===== config.mk =====
export PLATFORM = sky130hd
export DESIGN_NAME = load_store_unit
export DESIGN_NICKNAME = d
export VERILOG_FILES = /design/src/rtl/lsu_pkg.sv /design/src/rtl/lsu_align.sv /design/src/rtl/load_store_unit.sv
export SDC_FILE = /design/constraint.sdc
export NUM_CORES = 1
export LEC_CHECK = 0
export ABC_AREA = 1
export BUFFER_PORTS_ARGS = -buffer_cell sky130_fd_sc_hd__buf_2
export CAP_MARGIN = 20
export CELL_PAD_IN_SITES_DETAIL_PLACEMENT = 2
export CELL_PAD_IN_SITES_GLOBAL_PLACEMENT = 2
export CORE_ASPECT_RATIO = 1.1
export CORE_UTILIZATION = 31
export DETAILED_ROUTE_END_ITERATION = 10
export PLACE_DENSITY_LB_ADDON = 0.1
export SLEW_MARGIN = 30
export SYNTH_ARGS = -nofsm -noshare
export SYNTH_HDL_FRONTEND = slang
export SYNTH_HIERARCHICAL = 1
export SYNTH_SLANG_ARGS = --single-unit

===== constraint.sdc =====
create_clock -name clk -period 3.8 [get_ports clk]
set_input_delay 0.38 -clock clk [delete_from_list [all_inputs] [get_ports clk]]
set_output_delay 0.38 -clock clk [all_outputs]
set_load 0.03 [all_outputs]

===== src/rtl/lsu_pkg.sv =====
// Shared types and constants for the load/store unit.
package lsu_pkg;

  typedef enum logic [1:0] {
    BYTE = 2'b00,
    HALF = 2'b01,
    WORD = 2'b10
  } mem_size_e;

  localparam logic [2:0] F3_LB  = 3'b000;
  localparam logic [2:0] F3_LH  = 3'b001;
  localparam logic [2:0] F3_LW  = 3'b010;
  localparam logic [2:0] F3_LBU = 3'b100;
  localparam logic [2:0] F3_LHU = 3'b101;
  localparam logic [2:0] F3_SB  = 3'b000;
  localparam logic [2:0] F3_SH  = 3'b001;
  localparam logic [2:0] F3_SW  = 3'b010;

  typedef enum logic [1:0] {
    IDLE,
    REQ,
    WAIT_RSP,
    DONE
  } lsu_state_e;

  typedef enum logic [1:0] {
    FC_NONE     = 2'b00,
    FC_MISALIGN = 2'b01,
    FC_TIMEOUT  = 2'b10,
    FC_ILLEGAL  = 2'b11
  } fault_cause_e;

  // Access size encoded in funct3[1:0]; 2'b11 is never legal.
  function automatic mem_size_e f3_size(logic [2:0] funct3);
    case (funct3[1:0])
      2'b01:   return HALF;
      2'b10:   return WORD;
      default: return BYTE;
    endcase
  endfunction

endpackage


===== src/rtl/lsu_align.sv =====
// Combinational store-lane formatting, load extraction and access checks.
module lsu_align
  import lsu_pkg::*;
(
  input  logic        we,
  input  logic [2:0]  funct3,
  input  logic [1:0]  addr_lo,
  input  logic [31:0] wdata,
  input  logic [31:0] rdata,
  output logic [3:0]  wstrb,
  output logic [31:0] wdata_rep,
  output logic [31:0] rdata_ext,
  output logic        misaligned,
  output logic        illegal
);

  mem_size_e   size;
  logic [7:0]  byte_sel;
  logic [15:0] half_sel;

  assign size     = f3_size(funct3);
  assign byte_sel = rdata[{addr_lo, 3'b000} +: 8];
  assign half_sel = addr_lo[1] ? rdata[31:16] : rdata[15:0];

  // Legality and alignment; illegal is evaluated independently so the caller can prioritise it.
  always_comb begin
    if (we) begin
      illegal = funct3[2] | (funct3[1:0] == 2'b11);
    end else begin
      illegal = (funct3 == 3'b011) | (funct3 == 3'b110) | (funct3 == 3'b111);
    end
    misaligned = ((size == HALF) && addr_lo[0]) || ((size == WORD) && (addr_lo != 2'b00));
  end

  // Store strobes and lane replication; reads never assert strobes.
  always_comb begin
    wstrb     = 4'b0000;
    wdata_rep = wdata;
    if (we) begin
      case (size)
        BYTE: begin
          wstrb     = 4'b0001 << addr_lo;
          wdata_rep = {4{wdata[7:0]}};
        end
        HALF: begin
          wstrb     = addr_lo[1] ? 4'b1100 : 4'b0011;
          wdata_rep = {2{wdata[15:0]}};
        end
        default: begin
          wstrb     = 4'b1111;
          wdata_rep = wdata;
        end
      endcase
    end
  end

  // Load lane select plus sign/zero extension (funct3[2] selects unsigned).
  always_comb begin
    case (size)
      BYTE:    rdata_ext = funct3[2] ? {24'h0, byte_sel} : {{24{byte_sel[7]}}, byte_sel};
      HALF:    rdata_ext = funct3[2] ? {16'h0, half_sel} : {{16{half_sel[15]}}, half_sel};
      default: rdata_ext = rdata;
    endcase
  end

endmodule


===== src/rtl/load_store_unit.sv =====
// Load/store unit: core-side stall/complete handshake and word-wide valid/ready bus master.
module load_store_unit
  import lsu_pkg::*;
#(
  parameter int unsigned ADDR_W         = 32,
  parameter int unsigned TIMEOUT_CYCLES = 64
) (
  input  logic              clk,
  input  logic              reset_n,
  input  logic              mem_valid,
  input  logic              mem_we,
  input  logic [2:0]        mem_funct3,
  input  logic [ADDR_W-1:0] mem_addr,
  input  logic [31:0]       mem_wdata,
  output logic              mem_stall,
  output logic              mem_done,
  output logic [31:0]       mem_rdata,
  output logic              mem_fault,
  output logic [1:0]        mem_fault_cause,
  output logic              bus_req_valid,
  input  logic              bus_req_ready,
  output logic [ADDR_W-1:0] bus_addr,
  output logic              bus_we,
  output logic [3:0]        bus_wstrb,
  output logic [31:0]       bus_wdata,
  input  logic              bus_rsp_valid,
  input  logic [31:0]       bus_rdata
);

  localparam int unsigned CntW = (TIMEOUT_CYCLES > 0) ? $clog2(TIMEOUT_CYCLES + 1) : 1;
  // Last WAIT_RSP cycle index before timing out, and the saturation ceiling.
  localparam logic [CntW-1:0] CntLast = (TIMEOUT_CYCLES > 0) ? CntW'(TIMEOUT_CYCLES - 1) : '0;
  localparam logic [CntW-1:0] CntSat  = (TIMEOUT_CYCLES > 0) ? CntW'(TIMEOUT_CYCLES) : '1;

  lsu_state_e        state_q, state_d;
  logic [CntW-1:0]   cnt_q, cnt_d;
  logic              req_valid_q, req_valid_d;
  logic [ADDR_W-1:0] addr_q, addr_d;
  logic              we_q, we_d;
  logic [3:0]        wstrb_q, wstrb_d;
  logic [31:0]       wdata_q, wdata_d;
  logic              done_q, done_d;
  logic [31:0]       rdata_q, rdata_d;
  logic              fault_q, fault_d;
  fault_cause_e      cause_q, cause_d;

  logic [3:0]  a_wstrb;
  logic [31:0] a_wdata;
  logic [31:0] a_rdata;
  logic        a_misaligned;
  logic        a_illegal;

  // Operands are held stable by the core until mem_done, so the aligner runs off them directly.
  lsu_align u_align (
    .we         (mem_we),
    .funct3     (mem_funct3),
    .addr_lo    (mem_addr[1:0]),
    .wdata      (mem_wdata),
    .rdata      (bus_rdata),
    .wstrb      (a_wstrb),
    .wdata_rep  (a_wdata),
    .rdata_ext  (a_rdata),
    .misaligned (a_misaligned),
    .illegal    (a_illegal)
  );

  // Next-state logic; completion outputs default low so mem_done is a single-cycle pulse.
  always_comb begin
    state_d     = state_q;
    cnt_d       = cnt_q;
    req_valid_d = req_valid_q;
    addr_d      = addr_q;
    we_d        = we_q;
    wstrb_d     = wstrb_q;
    wdata_d     = wdata_q;
    done_d      = 1'b0;
    rdata_d     = '0;
    fault_d     = 1'b0;
    cause_d     = FC_NONE;
    unique case (state_q)
      IDLE: begin
        if (mem_valid) begin
          if (a_illegal) begin
            state_d = DONE;
            done_d  = 1'b1;
            fault_d = 1'b1;
            cause_d = FC_ILLEGAL;
          end else if (a_misaligned) begin
            state_d = DONE;
            done_d  = 1'b1;
            fault_d = 1'b1;
            cause_d = FC_MISALIGN;
          end else begin
            state_d     = REQ;
            req_valid_d = 1'b1;
            addr_d      = {mem_addr[ADDR_W-1:2], 2'b00};
            we_d        = mem_we;
            wstrb_d     = a_wstrb;
            wdata_d     = a_wdata;
          end
        end
      end
      REQ: begin
        if (bus_req_ready) begin
          state_d     = WAIT_RSP;
          req_valid_d = 1'b0;
          cnt_d       = '0;
        end
      end
      WAIT_RSP: begin
        if (bus_rsp_valid) begin
          state_d = DONE;
          done_d  = 1'b1;
          rdata_d = we_q ? 32'h0 : a_rdata;
        end else if ((TIMEOUT_CYCLES != 0) && (cnt_q == CntLast)) begin
          state_d = DONE;
          done_d  = 1'b1;
          fault_d = 1'b1;
          cause_d = FC_TIMEOUT;
        end else if (cnt_q != CntSat) begin
          cnt_d = cnt_q + CntW'(1);
        end
      end
      DONE: begin
        state_d = IDLE;
      end
      default: begin
        state_d = IDLE;
      end
    endcase
  end

  // State and registered outputs; reset abandons any transaction in flight.
  always_ff @(posedge clk or negedge reset_n) begin
    if (!reset_n) begin
      state_q     <= IDLE;
      cnt_q       <= '0;
      req_valid_q <= 1'b0;
      addr_q      <= '0;
      we_q        <= 1'b0;
      wstrb_q     <= 4'b0000;
      wdata_q     <= '0;
      done_q      <= 1'b0;
      rdata_q     <= '0;
      fault_q     <= 1'b0;
      cause_q     <= FC_NONE;
    end else begin
      state_q     <= state_d;
      cnt_q       <= cnt_d;
      req_valid_q <= req_valid_d;
      addr_q      <= addr_d;
      we_q        <= we_d;
      wstrb_q     <= wstrb_d;
      wdata_q     <= wdata_d;
      done_q      <= done_d;
      rdata_q     <= rdata_d;
      fault_q     <= fault_d;
      cause_q     <= cause_d;
    end
  end

  assign mem_stall       = mem_valid & ~done_q;
  assign mem_done        = done_q;
  assign mem_rdata       = rdata_q;
  assign mem_fault       = fault_q;
  assign mem_fault_cause = cause_q;
  assign bus_req_valid   = req_valid_q;
  assign bus_addr        = addr_q;
  assign bus_we          = we_q;
  assign bus_wstrb       = wstrb_q;
  assign bus_wdata       = wdata_q;

endmodule

# Yosys cells after proc, flatten, opt, wreduce, memory -nomap -nowiden
# Cells that the tools add are included.
# Widths: inputs -> output; s select.
[word_totals]
ff_bits = 113
latchBits = 0
mem_bits_rw = 0
mem_bits_ro = 0
input_bits = 105
out_inout_bits = 107
wordCells = 99
memories = 0
[op_classes]
add_sub_neg = 1
n_mul = 0
div = 0
n_lt_le_gt_ge = 0
eq_ne = 21
n_shift = 2
muxes = 45
n_bitwise = 7
n_reduce_logical = 12
[ops]
columns = ["operator", "count"]
rows = [
  ["$mux 32", 6],
  ["$pmux 32 s2", 2],
  ["$shiftx 32x6->8", 1],
  ["$mux 7", 4],
  ["$mux 2", 10],
  ["$mux 16", 1],
  ["$ne 2x2->1 const B", 7],
  ["$pmux 7 s2", 1],
  ["$mux 1", 12],
  ["$eq 2x2->1 const B", 5],
  ["$reduce_and 5->1", 2],
  ["$mux 4", 2],
  ["$pmux 2 s2", 2],
  ["$pmux 2 s4", 1],
  ["$pmux 4 s2", 1],
  ["$add 7x1->7 const B", 1],
  ["$eq 7x6->1 const B", 1],
  ["$ne 7x7->1 const B", 1],
  ["$eq 2x1->1 const B", 3],
  ["$eq 3x3->1 const B", 2],
  ["$pmux 1 s2", 3],
  ["$reduce_bool 2->1", 3],
  ["$logic_not 2->1", 2],
  ["$reduce_and 4->1", 1],
  ["9 further kinds", 14],
]

# Depth between registers and ports, before layout
[logic_depth]
word_depth = 9
depth_mapped = 13
mapped_depth_nobuf = 11

# Hierarchy
# Netlist, hierarchy kept.
[by_module_without_submodules]
columns = ["mod", "n_inst", "cells_each", "area_per_inst_um2", "seq_area_each_um2"]
rows = [
  ["load_store_unit", 1, 385, 4551.9, 2827.7],
  ["lsu_align", 1, 267, 1244.9, 0.0],
]

# Worst setup path before layout
# OpenSTA, ideal clock, no wires.
[synth_path]
kind = "input to register"
start = "input port mem_funct3[0]"
end = "register wdata_q[10] (netlist: bus_wdata[10])"
setup_time_ns = 0.125
arrival_ns = 2.056
required_ns = 3.675
slack_ns = 1.619
stages = 11
path_buffers = 4
cell_sequence = "inv_1 > ha_1 > buf_2 > clkbuf_1 > nor2_1 > o21bai_1 > nor2_1 > nand2_2 > buf_6 > buf_6 > mux2_4"
[synth_between]
elab_cells_between_ends = 22
cone_classes = "eq/ne (8); mux (4); bitwise (5); reduce/logical (5)"
[synth_rtl]
columns = ["item", "line_no", "rtl"]
rows = [
  ["start, declared", "load_store_unit.sv:12", "input logic [2:0] mem_funct3,"],
  ["$eq 3x2->1 / $eq 3x3->1 (equally long branches)", "lsu_align.sv:30", "illegal = (funct3 == 3'b011) | (funct3 == 3'b110) | (funct3 == 3'b111);"],
  ["$or 1x1->1 (2 in series)", "lsu_align.sv:30", ""],
  ["$mux 1 (*)", "lsu_align.sv:27", "if (we) begin"],
  ["named net a_illegal", "load_store_unit.sv:51", "logic a_illegal;"],
  ["$not 1->1 (no line) (*)", "n/a", ""],
  ["$reduce_and 4->1 (no line) (*)", "n/a", ""],
  ["end signal, assigned", "load_store_unit.sv:154", "wdata_q <= wdata_d;"],
  ["end, declared", "load_store_unit.sv:41", "logic [31:0] wdata_q, wdata_d;"],
]
# The timed path passes the listed nets; every way through them passes the cells marked *.
# A chain may end at the register's enable or synchronous reset.

# Worst setup path after layout
[layout_path]
start = "input port mem_funct3[0]"
end = "register wdata_q[17] (netlist: bus_wdata[17])"
[layout_between]
elab_cells_between_ends = 22
cone_classes = "eq/ne (8); mux (4); bitwise (5); reduce/logical (5)"
[layout_rtl]
columns = ["item", "line_no", "rtl"]
rows = [
  ["$eq 2x2->1 / $eq 2x1->1 (equally long branches)", "lsu_pkg.sv:35", "case (funct3[1:0])"],
  ["$pmux 2 s2 (*)", "lsu_pkg.sv:35", ""],
  ["$eq 2x1->1 / $logic_not 2->1 (equally long branches)", "lsu_align.sv:40", "case (size)"],
  ["$pmux 32 s2 (*)", "lsu_align.sv:40", ""],
  ["$mux 32 (*)", "lsu_align.sv:39", "if (we) begin"],
  ["named net a_wdata[17]", "load_store_unit.sv:48", "logic [31:0] a_wdata;"],
]
# Marks and branches as above.

==> results.tsv <==
metric	value	unit
result of the run	finished clean	
R2R Setup Slk	1600	ps
Routed WL	20.1	mm
crit-path max FO	37	
Die Y	145	um
post-synthesis instance total	652	
post-synthesis cell type count	31	
placed cell count	1075	
# nets final	965	
die width	132	um
Slew Limit Fails	0	
final critical-path share of the clock period	60.3	%
GRT Resource Usage Total	21.8	%
crit end category	register	
die area	0.0193	mm^2
Residual DRC	0	
Synth Area per Inst	8.89	um^2
leakage	4.24	nW
layout cells sized above 1	39.5	%
Mapped Area	0.00580	mm^2
relative slew slack	49.5	%
vias in the first global route	5883	
Num CTS Buffers	17	
clock buffer depth	2	
critical path class	in -> reg	
post-CTS resize count	0	
Final Total Pwr	0.00570	W
worst-skew pair later-pin latency	430	ps
Routed Antenna Nets	0	
WP data required	4160	ps
area leader, netlist	dfrtp_1	
FF-to-FF Start	state_q[0]$_DFFE_PN0P_	
antenna violations before repair	0	
post-detail-place hpwl	14.9	mm
DR WL/cell	18.1	um
most frequent cells in the layout	208 x buf_2, 193 x nand2_1, 113 x dfrtp_1	
Diodes inserted	0	
CTS Root Cell	clkbuf_16	
drt initial violations	170	
commonest non-fill, non-tap cell in the layout	buf_2	
CORE AREA	0.0183	mm^2
TritonCTS clock tree	done	
Tmin final	2290	ps
Area Overhead vs Synth	30.0	%
post-synth top area share	48.8	%
Filler cells	2117	
hold_buf cts	0	
Rows	52	
Layout Cells excl Fill	1107	
first-pass detailed-route iteration total	4	
vias	5168	
clk_skew	6.50	ps
highest clock rate	0.436	GHz
unrepaired setup endpoints after global routing	false	
Startpoint Class	input port	
Final Hold Fails	0	
H-Tree Depth	4	
number of buffers added on ports	209	
top post-synthesis cells by area	dfrtp_1 49%, nand2_1 12%, mux2_2 9.3%	
final setup vio count	0	
# IOs	212	
Via-to-Cell Ratio	4.67	
slew of the pin with the lowest slew margin	758	ps
largest net degree at the start of global routing	69	
Arr. time, crit path	2660	ps
CP peak stage delay	600	ps
crit-path cells	buf_2 > inv_1 > ha_1 > buf_4 > nor2_2 > o21ai_1 > o21ai_0 > mux2_4	
Starting Density	31.6	%
power per cell area	756	mW/mm^2
Max VDD drop	0.319	mV
Seq/Total Area, Yosys	48.8	%
post-CTS setup buffer count	0	
gpl congestion	0.767	
worst min path class	in -> async	
FF-to-FF End	cnt_q[6]$_DFFE_PN0P_	
max_cap viols	0	
setup TNS	0	ps
Yosys warning count	6	
reg2reg path depth	8	
clk sinks	113	
first-pass GRT wire length	32.0	mm
CP max stage cell	nor2_2	
Worst-path clk slew	60	ps
Seq cells post-synth	113	
total congestion overflow	0	
area by class of cell:
type,instances,area (um^2),area share (%)
well taps,243,304,4.03
clock buffers,17,425,5.64
multi-input cells,426,2480,32.9
clock inverters,15,128,1.69
repair buffers,212,1070,14.2
inverters,81,304,4.03
flip-flops and latches,113,2830,37.5
metal layers:
metal | vias to the layer above | GRT usage, % | wire length, um
li1 | 2427 | - | -
met5 | - | 0 | 0
met4 | 0 | 7.76 | 437
met1 | 2572 | 23.4 | 7660
met2 | 140 | 40.6 | 10900
met3 | 29 | 6.10 | 1050
per-stage QoR:
stage	instance area [um^2]	setup slack, ps	hold WS (ps)	utilization [%]
after floorplan	5800	1620	84.4	-
after global placement	6980	1090	484	38.0
after detailed placement	6980	987	490	38.0
after CTS	7530	1430	23.4	41.0
after global routing	7540	1270	60.3	41.1
final	7540	1510	20.1	41.1
cells by family (layout without fill, tap and decap cells):
group	count (synthesis)	count (layout)	share of synthesized area [%]
xor gates and xnor gates	1	1	0.151
other	1	2	0.0647
buffers and inverters	114	325	8.76
DFF	113	113	48.8
muxes	67	67	14.2
AOI/OAI and AO/OA	56	56	5.16
adders and majority gates	9	9	1.94
and+or+nand+nor	291	291	20.9
power breakdown:
group	switching [W]	internal, W
Sequential	0.000242	0.00161
Combinational	0.00154	0.000804
Clock	0.000650	0.000850
Total	0.00243	0.00327
worst max path at each step:
stage / from / end / slack, ps / cells past startpoint
6_report: mem_funct3[0] / bus_wdata[17]$_DFFE_PN0P_ / 1510 / 8
2_1_floorplan: mem_funct3[0] / bus_wdata[10]$_DFFE_PN0P_ / 1620 / 11
3_5_place_dp: mem_funct3[0] / bus_wdata[17]$_DFFE_PN0P_ / 990 / 8
4_1_cts: mem_funct3[0] / bus_wdata[17]$_DFFE_PN0P_ / 1430 / 8
3_3_place_gp: mem_funct3[0] / bus_wdata[22]$_DFFE_PN0P_ / 1090 / 8
5_1_grt: mem_funct3[0] / bus_wdata[17]$_DFFE_PN0P_ / 1270 / 8
sequential cells by signal, summed over array words and instances (netlist names):
| name | count |
|---|---|
| mem_rdata | 32 |
| bus_wstrb | 4 |
| mem_fault_cause | 2 |
| bus_addr | 30 |
| mem_done | 1 |
| mem_fault | 1 |
| bus_we | 1 |
| state_q | 2 |
| cnt_q | 7 |
| bus_req_valid | 1 |
| bus_wdata | 32 |
critical path, delay by kind of cell:
family	cells	cell delay (ps)
AND/OR/NAND/NOR	1	600
AO/OA/AOI/OAI	2	810
adder cells (fa/ha/maj)	1	210
buffers and inverters	3	430
multiplexers	1	200
synth_stat cells, drive strengths merged:
library cell and count:
a21oi 7, inv 80, nor3 3, o21bai 2
clkbuf 9, nand2 207, ha 9, buf 24
nand3 18, dfrtp 113, o22ai 8, nand4 2
nor2 59, or2 2, xnor2 1, conb 1
clkinv 1, mux2 67, o21ai 39
Power figures use the tool's default switching activity.
